`config.mk`:
```
export PLATFORM = sky130hd
export DESIGN_NAME = vm_txn_scheduler
export DESIGN_NICKNAME = d
export VERILOG_FILES = /design/src/rtl/vm_pkg.sv /design/src/rtl/vm_inventory.sv /design/src/rtl/vm_txn_scheduler.sv
export SDC_FILE = /design/constraint.sdc
export NUM_CORES = 1
export LEC_CHECK = 0
export ABC_AREA = 0
export CAP_MARGIN = 30
export CELL_PAD_IN_SITES_DETAIL_PLACEMENT = 0
export CELL_PAD_IN_SITES_GLOBAL_PLACEMENT = 1
export CORE_MARGIN = 2
export CORE_UTILIZATION = 48
export DETAILED_ROUTE_END_ITERATION = 16
export PLACE_DENSITY = 0.92
export SLEW_MARGIN = 20
export SYNTH_ARGS = -nofsm -noshare
export SYNTH_HDL_FRONTEND = slang
export SYNTH_HIERARCHICAL = 1
export SYNTH_SLANG_ARGS = --single-unit
```
`constraint.sdc`:
```
create_clock -name clk -period 7.9 [get_ports clk]
set_input_delay 0.79 -clock clk [delete_from_list [all_inputs] [get_ports clk]]
set_output_delay 0.79 -clock clk [all_outputs]
set_load 0.1 [all_outputs]
```
`src/rtl/vm_pkg.sv`:
```
// vm_pkg: shared types and constants for the vending-machine transaction
// scheduler and its inventory register file.
//   - state_e : scheduler FSM states
//   - req_e   : requester identity used for round-robin tie breaking
//   - COIN_*  : coin input encodings and their values in cents
//   - STAT_*  : status output codes
package vm_pkg;

  // Width of an item index (supplier item select, latched consumer item).
  localparam int unsigned IDX_W = 3;

  typedef enum logic [1:0] {
    ST_IDLE       = 2'd0,
    ST_SUP_WRITE  = 2'd1,
    ST_CON_SELECT = 2'd2,
    ST_CON_VEND   = 2'd3
  } state_e;

  typedef enum logic {
    REQ_SUPPLIER = 1'b0,
    REQ_CONSUMER = 1'b1
  } req_e;

  localparam logic [1:0] COIN_NONE = 2'b00;
  localparam logic [1:0] COIN_5    = 2'b01;
  localparam logic [1:0] COIN_10   = 2'b10;
  localparam logic [1:0] COIN_25   = 2'b11;

  localparam logic [4:0] COIN_VAL_5  = 5'd5;
  localparam logic [4:0] COIN_VAL_10 = 5'd10;
  localparam logic [4:0] COIN_VAL_25 = 5'd25;

  localparam logic [1:0] STAT_ERROR   = 2'b00;
  localparam logic [1:0] STAT_UNAVAIL = 2'b01;
  localparam logic [1:0] STAT_PROC    = 2'b10;
  localparam logic [1:0] STAT_VENDED  = 2'b11;

  function automatic logic [4:0] coin_value(input logic [1:0] c);
    logic [4:0] v;
    case (c)
      COIN_5:  v = COIN_VAL_5;
      COIN_10: v = COIN_VAL_10;
      COIN_25: v = COIN_VAL_25;
      default: v = '0;
    endcase
    return v;
  endfunction

endpackage

```
`src/rtl/vm_inventory.sv`:
```
// vm_inventory: NUM_ITEMS x {count, cost} register file.
//   clk, rst         : clock, synchronous active-high clear of all entries
//   i_we             : write enable (supplier write or purchase decrement)
//   i_widx           : write index (ignored when out of range)
//   i_wcount/i_wcost : write data
//   i_ridx           : combinational read index (reads 0 when out of range)
//   o_rcount/o_rcost : read data
module vm_inventory
  import vm_pkg::*;
#(
  parameter int unsigned NUM_ITEMS = 6,
  parameter int unsigned CNT_W     = 4,
  parameter int unsigned COST_W    = 8
) (
  input  logic              clk,
  input  logic              rst,
  input  logic              i_we,
  input  logic [IDX_W-1:0]  i_widx,
  input  logic [CNT_W-1:0]  i_wcount,
  input  logic [COST_W-1:0] i_wcost,
  input  logic [IDX_W-1:0]  i_ridx,
  output logic [CNT_W-1:0]  o_rcount,
  output logic [COST_W-1:0] o_rcost
);

  localparam logic [IDX_W:0] LP_NUM = (IDX_W+1)'(NUM_ITEMS);

  logic [CNT_W-1:0]  r_count [NUM_ITEMS];
  logic [COST_W-1:0] r_cost  [NUM_ITEMS];

  logic w_wr_in_range;
  logic w_rd_in_range;

  assign w_wr_in_range = ({1'b0, i_widx} < LP_NUM);
  assign w_rd_in_range = ({1'b0, i_ridx} < LP_NUM);

  always_ff @(posedge clk) begin
    if (rst) begin
      for (int unsigned i = 0; i < NUM_ITEMS; i++) begin
        r_count[i] <= '0;
        r_cost[i]  <= '0;
      end
    end else if (i_we && w_wr_in_range) begin
      r_count[i_widx] <= i_wcount;
      r_cost[i_widx]  <= i_wcost;
    end
  end

  always_comb begin
    o_rcount = '0;
    o_rcost  = '0;
    if (w_rd_in_range) begin
      o_rcount = r_count[i_ridx];
      o_rcost  = r_cost[i_ridx];
    end
  end

endmodule

```
`src/rtl/vm_txn_scheduler.sv`:
```
// vm_txn_scheduler: single owner of the vending machine inventory/price table
// and credit register. Arbitrates supplier writes against consumer purchase
// transactions, locks the table for a whole consumer transaction and aborts
// a transaction that stays idle for TIMEOUT cycles.
//   clk, rst                      : clock, synchronous active-high reset
//   sup_req/sup_item/sup_count/
//   sup_cost, sup_gnt             : supplier write request and grant pulse
//   button, coins, enter_key,
//   soft_rst                      : consumer panel inputs
//   con_gnt                       : consumer transaction owns the table
//   product, vend                 : vend actuator (item+1, one-cycle strobe)
//   status, status_vld, balance,
//   info                          : consumer display outputs
// All outputs are registered.
module vm_txn_scheduler
  import vm_pkg::*;
#(
  parameter int unsigned NUM_ITEMS = 6,
  parameter int unsigned CNT_W     = 4,
  parameter int unsigned COST_W    = 8,
  parameter int unsigned BAL_W     = 16,
  parameter int unsigned TIMEOUT   = 64
) (
  input  logic                 clk,
  input  logic                 rst,
  input  logic                 sup_req,
  input  logic [2:0]           sup_item,
  input  logic [CNT_W-1:0]     sup_count,
  input  logic [COST_W-1:0]    sup_cost,
  output logic                 sup_gnt,
  input  logic [NUM_ITEMS-1:0] button,
  input  logic [1:0]           coins,
  input  logic                 enter_key,
  input  logic                 soft_rst,
  output logic                 con_gnt,
  output logic [2:0]           product,
  output logic                 vend,
  output logic [1:0]           status,
  output logic                 status_vld,
  output logic [BAL_W-1:0]     balance,
  output logic [COST_W-1:0]    info
);

  localparam int unsigned    TMO_W  = $clog2(TIMEOUT);
  localparam logic [IDX_W:0] LP_NUM = (IDX_W+1)'(NUM_ITEMS);

  state_e             r_state, w_state_nxt;
  req_e               r_last_gnt, w_last_gnt_nxt;
  logic [IDX_W-1:0]   r_item, w_item_nxt;
  logic [TMO_W-1:0]   r_tmo, w_tmo_nxt;
  logic [BAL_W-1:0]   r_balance, w_balance_nxt;
  logic               r_sup_gnt, w_sup_gnt_nxt;
  logic               r_con_gnt, w_con_gnt_nxt;
  logic [2:0]         r_product, w_product_nxt;
  logic               r_vend, w_vend_nxt;
  logic [1:0]         r_status, w_status_nxt;
  logic               r_status_vld, w_status_vld_nxt;
  logic [COST_W-1:0]  r_info, w_info_nxt;

  logic               w_btn_ok;
  logic [IDX_W-1:0]   w_btn_idx;
  logic [BAL_W:0]     w_bal_sum;
  logic [BAL_W-1:0]   w_bal_cred;
  logic               w_sup_in_range;
  logic               w_activity;
  logic               w_grant_sup;
  logic               w_grant_con;

  logic               w_inv_we;
  logic [IDX_W-1:0]   w_inv_widx;
  logic [CNT_W-1:0]   w_inv_wcount;
  logic [COST_W-1:0]  w_inv_wcost;
  logic [IDX_W-1:0]   w_inv_ridx;
  logic [CNT_W-1:0]   w_rd_count;
  logic [COST_W-1:0]  w_rd_cost;

  vm_inventory #(
    .NUM_ITEMS (NUM_ITEMS),
    .CNT_W     (CNT_W),
    .COST_W    (COST_W)
  ) u_inv (
    .clk      (clk),
    .rst      (rst),
    .i_we     (w_inv_we),
    .i_widx   (w_inv_widx),
    .i_wcount (w_inv_wcount),
    .i_wcost  (w_inv_wcost),
    .i_ridx   (w_inv_ridx),
    .o_rcount (w_rd_count),
    .o_rcost  (w_rd_cost)
  );

  assign w_btn_ok = (button != '0) &&
                    ((button & (button - NUM_ITEMS'(1))) == '0);

  always_comb begin
    w_btn_idx = '0;
    for (int unsigned i = 0; i < NUM_ITEMS; i++) begin
      if (button[i]) w_btn_idx = IDX_W'(i);
    end
  end

  // Coin credit saturates at all-ones rather than wrapping.
  assign w_bal_sum  = {1'b0, r_balance} + (BAL_W+1)'(coin_value(coins));
  assign w_bal_cred = w_bal_sum[BAL_W] ? '1 : w_bal_sum[BAL_W-1:0];

  assign w_sup_in_range = ({1'b0, sup_item} < LP_NUM);
  assign w_activity     = (coins != COIN_NONE) || enter_key || soft_rst;

  // Ties go to the side that was not granted last.
  assign w_grant_sup = sup_req && (!w_btn_ok || (r_last_gnt == REQ_CONSUMER));
  assign w_grant_con = w_btn_ok && !w_grant_sup;

  always_comb begin
    w_state_nxt      = r_state;
    w_last_gnt_nxt   = r_last_gnt;
    w_item_nxt       = r_item;
    w_tmo_nxt        = r_tmo;
    w_balance_nxt    = r_balance;
    w_sup_gnt_nxt    = 1'b0;
    w_con_gnt_nxt    = 1'b0;
    w_product_nxt    = '0;
    w_vend_nxt       = 1'b0;
    w_status_nxt     = r_status;
    w_status_vld_nxt = 1'b0;
    w_info_nxt       = r_info;
    w_inv_we         = 1'b0;
    w_inv_widx       = sup_item;
    w_inv_wcount     = sup_count;
    w_inv_wcost      = sup_cost;
    w_inv_ridx       = r_item;

    case (r_state)
      ST_IDLE: begin
        w_inv_ridx    = w_btn_idx;
        w_balance_nxt = w_bal_cred;
        if (w_grant_sup) begin
          w_state_nxt    = ST_SUP_WRITE;
          w_sup_gnt_nxt  = 1'b1;
          w_last_gnt_nxt = REQ_SUPPLIER;
          if (!w_sup_in_range) begin
            w_status_nxt     = STAT_ERROR;
            w_status_vld_nxt = 1'b1;
            w_info_nxt       = '0;
          end
        end else if (w_grant_con) begin
          w_state_nxt      = ST_CON_SELECT;
          w_last_gnt_nxt   = REQ_CONSUMER;
          w_item_nxt       = w_btn_idx;
          w_tmo_nxt        = '0;
          w_con_gnt_nxt    = 1'b1;
          w_info_nxt       = w_rd_cost;
          w_status_nxt     = STAT_PROC;
          w_status_vld_nxt = 1'b1;
        end else if (button != '0) begin
          w_status_nxt     = STAT_ERROR;
          w_status_vld_nxt = 1'b1;
          w_info_nxt       = '0;
        end
      end

      ST_SUP_WRITE: begin
        // sup_gnt was raised on entry; data is committed as the grant ends.
        w_state_nxt = ST_IDLE;
        w_inv_we    = w_sup_in_range;
      end

      ST_CON_SELECT: begin
        w_balance_nxt    = w_bal_cred;
        w_con_gnt_nxt    = 1'b1;
        w_status_vld_nxt = 1'b1;
        w_tmo_nxt        = w_activity ? '0 : r_tmo + TMO_W'(1);
        if (soft_rst) begin
          w_state_nxt   = ST_IDLE;
          w_con_gnt_nxt = 1'b0;
          w_status_nxt  = STAT_UNAVAIL;
        end else if (r_tmo == TMO_W'(TIMEOUT - 1)) begin
          w_state_nxt   = ST_IDLE;
          w_con_gnt_nxt = 1'b0;
          w_status_nxt  = STAT_ERROR;
          w_info_nxt    = '0;
        end else if (enter_key) begin
          if (w_rd_count == '0) begin
            w_state_nxt   = ST_IDLE;
            w_con_gnt_nxt = 1'b0;
            w_status_nxt  = STAT_UNAVAIL;
          end else if (r_balance >= BAL_W'(w_rd_cost)) begin
            // Debit and decrement are committed on entry to CON_VEND so the
            // updated balance is visible alongside the vend strobe.
            w_state_nxt   = ST_CON_VEND;
            w_inv_we      = 1'b1;
            w_inv_widx    = r_item;
            w_inv_wcount  = w_rd_count - CNT_W'(1);
            w_inv_wcost   = w_rd_cost;
            w_balance_nxt = w_bal_cred - BAL_W'(w_rd_cost);
            w_vend_nxt    = 1'b1;
            w_product_nxt = r_item + IDX_W'(1);
            w_status_nxt  = STAT_VENDED;
          end else begin
            w_status_nxt = STAT_UNAVAIL;
          end
        end
      end

      ST_CON_VEND: begin
        w_state_nxt = ST_IDLE;
      end

      default: begin
        w_state_nxt = ST_IDLE;
      end
    endcase
  end

  always_ff @(posedge clk) begin
    if (rst) begin
      r_state      <= ST_IDLE;
      r_last_gnt   <= REQ_CONSUMER;
      r_item       <= '0;
      r_tmo        <= '0;
      r_balance    <= '0;
      r_sup_gnt    <= 1'b0;
      r_con_gnt    <= 1'b0;
      r_product    <= '0;
      r_vend       <= 1'b0;
      r_status     <= STAT_ERROR;
      r_status_vld <= 1'b0;
      r_info       <= '0;
    end else begin
      r_state      <= w_state_nxt;
      r_last_gnt   <= w_last_gnt_nxt;
      r_item       <= w_item_nxt;
      r_tmo        <= w_tmo_nxt;
      r_balance    <= w_balance_nxt;
      r_sup_gnt    <= w_sup_gnt_nxt;
      r_con_gnt    <= w_con_gnt_nxt;
      r_product    <= w_product_nxt;
      r_vend       <= w_vend_nxt;
      r_status     <= w_status_nxt;
      r_status_vld <= w_status_vld_nxt;
      r_info       <= w_info_nxt;
    end
  end

  assign sup_gnt    = r_sup_gnt;
  assign con_gnt    = r_con_gnt;
  assign product    = r_product;
  assign vend       = r_vend;
  assign status     = r_status;
  assign status_vld = r_status_vld;
  assign balance    = r_balance;
  assign info       = r_info;

endmodule

```
==> impl_summary.log <==
INFO  metric layout_worst_path_cycle_share = 84.0%
INFO  metric yosysMostFrequentCell = nor2_1
INFO  metric max-vdd-ir-drop = 0.401 mV
INFO  metric max_slew_margin_vs_limit = 33.5%
INFO  metric syn-instance-count = 761
INFO  metric cts.reportedPaths.clkPinSlew = 0.06 ns
INFO  metric critPathLaunch = button[2]
INFO  metric clock_insertion_delay_worst_skew = 0.43 ns
INFO  metric detail_route.drc_violations = 0
INFO  metric setup_viol_count_final = 0
INFO  metric design_power_total = 3340 uW
INFO  metric dpl.cell_count = 969
INFO  metric p_clk_share = 24.8%
INFO  metric ant_nets = 0
INFO  metric cp-start-kind = input pin
INFO  metric core-area = 0.0145 mm2
INFO  metric critPathRequiredTime = 7.96 ns
INFO  metric grt_antenna_before_repair = 0
INFO  metric met3_usage = 5.65%
INFO  metric worst_r2r_startpoint = r_state[0]$_SDFFE_PP0P_
INFO  metric cts-resized-gates = 0
INFO  metric via_count = 6040
INFO  metric post-synth-top-area-fraction = 30.4%
INFO  metric wl_per_cell = 20.0 um
INFO  metric synth.ff_latch_count = 117
INFO  metric yosys.area.top_type = edfxtp_1
INFO  metric ctsHtreeMaxLevel = 4
INFO  metric synth.cell_area = 0.00712 mm2
INFO  metric tightest_slew = 0.993 ns
INFO  metric grtUsageTotal = 25.5%
INFO  metric finalWeightedCongestion = 0.906
INFO  metric routed_wirelength = 20100 um
INFO  metric timing.final.max_slew_violations = 0
INFO  metric diodes = 0
INFO  metric postCtsHoldBufs = 0
INFO  metric synth.area.top_cells = edfxtp_1 30%, dfxtp_1 13%, mux2i_1 7.0%
INFO  metric die_x = 126 um
INFO  metric power.sequential.fraction = 23.7%
INFO  metric tritoncts_num_sinks = 117
INFO  metric ctsRootBufferMaster = clkbuf_16
INFO  metric switchingPower = 1520 uW
INFO  metric floorplan.io_pins = 61
INFO  metric critical_path_peak_fanout = 25
INFO  metric skew = 0.00713 ns
INFO  metric groute.layer.met1.usage = 38.3%
INFO  metric achievable-frequency = 151 MHz
INFO  metric vias_per_cell = 6.02
INFO  metric global_route.usage.met2 = 36.7%
INFO  metric cts_tree = yes
INFO  metric post_cts_buffers = 0
INFO  metric status = finished, final reports clean
INFO  metric synthesis.yosys.warnings = 6
INFO  metric synth_area_per_cell = 9.35 um2
INFO  metric total_leakage_power = 0.00315 uW
INFO  metric post-route-worst-setup-slack = 1.26 ns
INFO  metric internal_power_consumption = 1820 uW
INFO  metric part_of_the_yosys_area_used_for_sequential_elements = 43.0%
INFO  metric post_synth_edffs = 72
INFO  metric globalRouteOverflowTotal = 0
INFO  metric max-clock-path-buffers = 2
INFO  metric layout.cells.non_filler = 1003
INFO  metric drive_above_1_share = 8.55%
INFO  metric initial_core_util = 49.0%
INFO  metric grt_most_used_layer = met1
INFO  metric preCtsSetupSlack = 1.01 ns
INFO  metric grt_max_degree = 45
INFO  metric period_needed = 6.64 ns
INFO  metric fin_tns_setup = 0 ns
INFO  metric power.share.combinational = 51.5%
INFO  metric io_buffer_count = 60
INFO  metric nFillCells = 1281
INFO  metric placementRows = 44
INFO  metric cellPowerDensity = 397 mW/mm2
INFO  metric synth.net_count = 818
INFO  metric cts_inserted_buffers = 17
INFO  metric dominantRegCellSynth = edfxtp_1
INFO  metric drt_first_iter_violations = 583
INFO  metric yosysUniqueCellTypes = 75
INFO  metric drv_cap = 0
INFO  metric place_hpwl = 14500 um
INFO  metric async_reset_ff_share = 0%
INFO  metric chipHeight = 126 um
INFO  metric synth.cells.most_frequent = 99 x nor2_1, 81 x nand2_1, 72 x edfxtp_1
INFO  metric setup.worst_path.class = in2reg
INFO  metric worstHoldPathType = reg2reg
INFO  metric critical_path.endpoint_type = flop
INFO  metric finalHoldViolations = 0
INFO  metric finalNetCount = 863
INFO  metric first_global_vias = 5638
INFO  metric rsz0062_at_grt = false
INFO  metric design.die.area = 0.0158 mm2
INFO  metric cp_data_arrival_time = 6.70 ns
INFO  metric netSwitchingFraction = 45.5%
INFO  metric area_delta_synth_final = 18.3%
INFO  metric wire_length_of_the_first_global_routing_pass = 31300 um
INFO  metric hold_start = info[0]$_SDFFE_PP0P_
INFO  metric detail_route.first_pass.iterations = 5
==> power by group through the flow <==
stage | logic (uW) | clock network [uW] | registers (uW)
4_1_cts | 1690 | 836 | 789
6_report | 1720 | 829 | 792
5_1_grt | 1860 | 860 | 801
3_5_place_dp | 1670 | 0 | 801
2_1_floorplan | 1060 | 0 | 1030
3_3_place_gp | 1640 | 0 | 798
==> registers in the layout, summed over array words and instances, names as in the netlist, 2 cells and up <==
| register | flops |
|---|---|
| product | 3 |
| r_state | 2 |
| u_inv/r_count | 24 |
| u_inv/r_cost | 48 |
| status | 2 |
| balance | 16 |
| r_item | 3 |
| info | 8 |
| r_tmo | 6 |
==> worst max-delay path: stages <==
cell             delay, ns
clkdlybuf4s50_1       0.64
nor2_1                0.12
nor3_1                0.27
mux2_2                0.76
nand2b_1              0.51
o32a_1                0.21
o21ai_0               0.11
inv_1                 0.14
ha_1                  0.27
a2111oi_0             0.34
o21ai_0               0.21
a31o_2                0.29
and3_1                0.37
nand2_1               0.15
nand2_1               0.17
nor3b_2               0.32
nand2_1               0.38
nand2b_1              0.62
==> logic make-up after synthesis <==
group | Yosys count | share of synthesized area, %
AND/OR/NAND/NOR | 319 | 22.2
multiplexers | 53 | 7.51
buffers and inverters | 73 | 4.55
XOR/XNOR | 12 | 1.48
flip-flops | 117 | 43.0
AO/OA/AOI/OAI | 158 | 15.9
adder cells (fa/ha/maj) | 29 | 5.31
==> path summary, 6_finish.rpt <==
check	endpoint	slack (ns)	depth (start not counted)
setup / recovery	u_inv/r_count[0][2]$_SDFFCE_PN0P_	1.26	18
hold / removal	info[0]$_SDFFE_PP0P_	0.46	2
setup reg to reg	u_inv/r_count[0][2]$_SDFFCE_PN0P_	1.68	17
hold reg to reg	info[0]$_SDFFE_PP0P_	0.46	2
==> routing by layer <==
| metal | wire [um] | vias to the layer above | part of all wire, % |
|---|---|---|---|
| met5 | 0 | - | 0 |
| met4 | 408 | 0 | 2.0 |
| met3 | 1690 | 35 | 8.4 |
| met2 | 8510 | 270 | 42 |
| met1 | 9470 | 2866 | 47 |
| li1 | - | 2869 | - |
==> metrics by stage <==
| stage | util [%] | hold slack [ns] | area [um2] |
|---|---|---|---|
| 2_1_floorplan | - | 0.436 | 7120 |
| 3_3_place_gp | 53.5 | 0.447 | 7770 |
| 3_5_place_dp | 53.5 | 0.455 | 7780 |
| 4_1_cts | 57.9 | 0.462 | 8410 |
| 5_1_grt | 57.9 | 0.491 | 8420 |
| 6_report | 57.9 | 0.460 | 8420 |
==> placed cells by master, fill, tap and decap left out, types with 4 or more instances in the layout <==
cell / count
a211oi_1: 15
a21o_1: 5
a21oi_1: 19
a311oi_1: 4
a31oi_1: 6
and2_1: 17
and3_1: 9
buf_4: 4
bufinv_16: 4
clkbuf_16: 17
clkdlybuf4s50_1: 60
clkinv_4: 4
dfxtp_1: 45
edfxtp_1: 72
ha_1: 27
inv_1: 33
mux2i_1: 50
nand2_1: 81
nand2b_1: 14
nand3_1: 23
nand3_2: 4
nand4_1: 4
nand4b_1: 5
nor2_1: 99
nor2b_1: 5
nor3_1: 23
nor3b_1: 7
o211ai_1: 7
o21a_1: 5
o21ai_0: 42
o21bai_1: 4
o31a_1: 4
o31ai_1: 5
o32a_1: 12
or2_2: 4
or3_1: 5
xnor2_1: 6
xor2_1: 6
==> layout make-up <==
class / instances / area, um2 / share of cell area (%)
clock buffers: 17 / 425 / 5.05
clock inverters: 15 / 205 / 2.44
inverters: 33 / 124 / 1.47
multi-input cells: 571 / 3730 / 44.3
flip-flops and latches: 117 / 3060 / 36.4
well taps: 184 / 230 / 2.73
repair buffers: 66 / 641 / 7.61
Power figures use the tool's default switching activity.
==> edit, RTL diff (config.mk and constraints unchanged) <==
Remove the register `r_status_vld`: a continuous assignment takes its place, so the output `status_vld` follows one clock earlier.
--- a/src/rtl/vm_txn_scheduler.sv
+++ b/src/rtl/vm_txn_scheduler.sv
@@ -225,5 +225,4 @@
       r_vend       <= 1'b0;
       r_status     <= STAT_ERROR;
-      r_status_vld <= 1'b0;
       r_info       <= '0;
     end else begin
@@ -238,8 +237,9 @@
       r_vend       <= w_vend_nxt;
       r_status     <= w_status_nxt;
-      r_status_vld <= w_status_vld_nxt;
       r_info       <= w_info_nxt;
     end
   end
+
+  assign r_status_vld = w_status_vld_nxt;
 
   assign sup_gnt    = r_sup_gnt;
Behaviour: not the same (a bounded check fails within 4 cycles, from zero or initial values and one cycle with rst high).
==> edit against the original RTL <==
Clock skew is 0.0013 ns higher; fmax is 0.12% higher; critical path depth stayed put; area after synthesis is 4.0% lower; worst hold slack worse by 0.014 ns; sequential cell count is 1 lower; worst setup slack better by 0.0078 ns; routed wire length is 13% lower; highest routed layer unchanged; die area is 3.9% lower; power is 9.0% lower; final area is 4.3% lower; global-route usage is 1.4 points lower; largest cell class unchanged; core utilization is 0.13 points higher.
==> edit: results (changes against the original RTL) <==
Worst Hold Path EP: info[1]
Combined global-route utilization of all metal layers: 24.1% (-1.4 points)
Syn Nets: 777 (-5.0%)
Proportion of final cell area spent on non-clock buffers: 7.92% (+0.31 points)
FF-to-FF End: u_inv/r_cost[0][7]
Combined area of the multi-input logic cells: 0.00346 mm² (-7.4%)
Area of placed instances: 0.00747 mm² (-3.9%)
Most numerous cell types in the synthesized netlist: 89 x sky130_fd_sc_hd__nor2_1, 72 x sky130_fd_sc_hd__edfxtp_1, 69 x sky130_fd_sc_hd__nand2_1, 47 x sky130_fd_sc_hd__o21ai_0, 44 x sky130_fd_sc_hd__dfxtp_1
First-pass GRT wire length: 27800 µm (-11%)
Sequential cell fraction of total power: 25.8% (+2.1 points)
Final Routed Wirelength: 17500 µm (-13%)
Slowest cell on crit path: sky130_fd_sc_hd__mux2_2
Post-layout nets: 820 (-5.0%)
Slew at the pin closest to its max-slew limit: 0.984 ns (-0.00966 ns)
Layout buffer count excluding clock buffers: 63 (-4.5%)
Setup slack at placement: 1.01 ns (-0.00278 ns)
Number of global-route vias before repair: 5253 (-6.8%)
Proportion of layout cells with a drive suffix above 1: 8.63% (+0.087 points)
Synth area leaders: sky130_fd_sc_hd__edfxtp_1 32%, sky130_fd_sc_hd__dfxtp_1 13%, sky130_fd_sc_hd__mux2i_1 6.3%, sky130_fd_sc_hd__ha_1 4.9%, sky130_fd_sc_hd__nor2_1 4.9%
P_leak: 3.00 nW (-4.7%)
Clock-cell share of area: 6.94% (-0.55 points)
Share of cell area taken by muxes after synthesis: 6.96% (-0.54 points)
Outcome: completed
Avg Synthesized Cell Area: 9.48 µm² (+1.4%)
Number of signal-net inverters in the final layout: 37 (+12%)
Detailed Place HPWL: 12800 µm (-12%)
Worst-case register-to-register setup slack: 1.65 ns (-0.03 ns)
Count of vias placed by the detailed router: 5623 (-6.9%)
Minimum hold slack: 0.445 ns (-0.0144 ns)
Register area: 0.00304 mm² (-0.65%)
Sequential share of cell area: 37.7% (+1.4 points)
Power density over cell area: 377 mW/mm² (-5.0%)
Launch instance of the worst min-delay path: info[1]
Critical path peak fanout: 39 (+56%)
Weighted congestion reported at the end of routability-driven placement: 0.920 (+1.5%)
Compound-Gate Fraction of Synth Area: 15.7% (-0.19 points)
Netlist cell types: 71 (-5.3%)
Drt first-iter violations: 634 (+8.7%)
Comb_multi_in: 528 (-7.5%)
Fin crit share: 83.9% (-0.099 points)
Sinks on Clock Net: 116 (-0.85%)
Largest net degree at the start of global routing: 52 (+16%)
Post-layout instance count excluding filler cells: 956 (-4.7%)
Worst endpoint data arrival time: 6.68 ns (-0.02 ns)
edit: how the worst max path moves through the flow:
stage / from / to / slack, ns / cells past startpoint
final: button[5] / u_inv/r_cost[0][7] / 1.27 / 18
after global routing: button[5] / u_inv/r_cost[2][2] / 0.83 / 18
after CTS: button[4] / u_inv/r_cost[2][2] / 1.42 / 18
after detailed placement: button[4] / u_inv/r_count[0][2] / 1.01 / 18
after global placement: button[4] / u_inv/r_count[2][0] / 1.24 / 18
after floorplan: button[4] / u_inv/r_cost[4][0] / 2.80 / 20
edit: worst min-delay path: stages (launching register included):
cell                      delay, ns
sky130_fd_sc_hd__dfxtp_1       0.30
sky130_fd_sc_hd__nand2_1       0.05
sky130_fd_sc_hd__a21oi_1       0.05
edit: metal layers:
layer	global-route usage, %	vias up	share of wire (%)
met2	35.1	249	44
met3	6.46	15	9.0
met5	0	-	0
met1	34.7	2660	45
li1	-	2699	-
met4	8.17	0	1.6
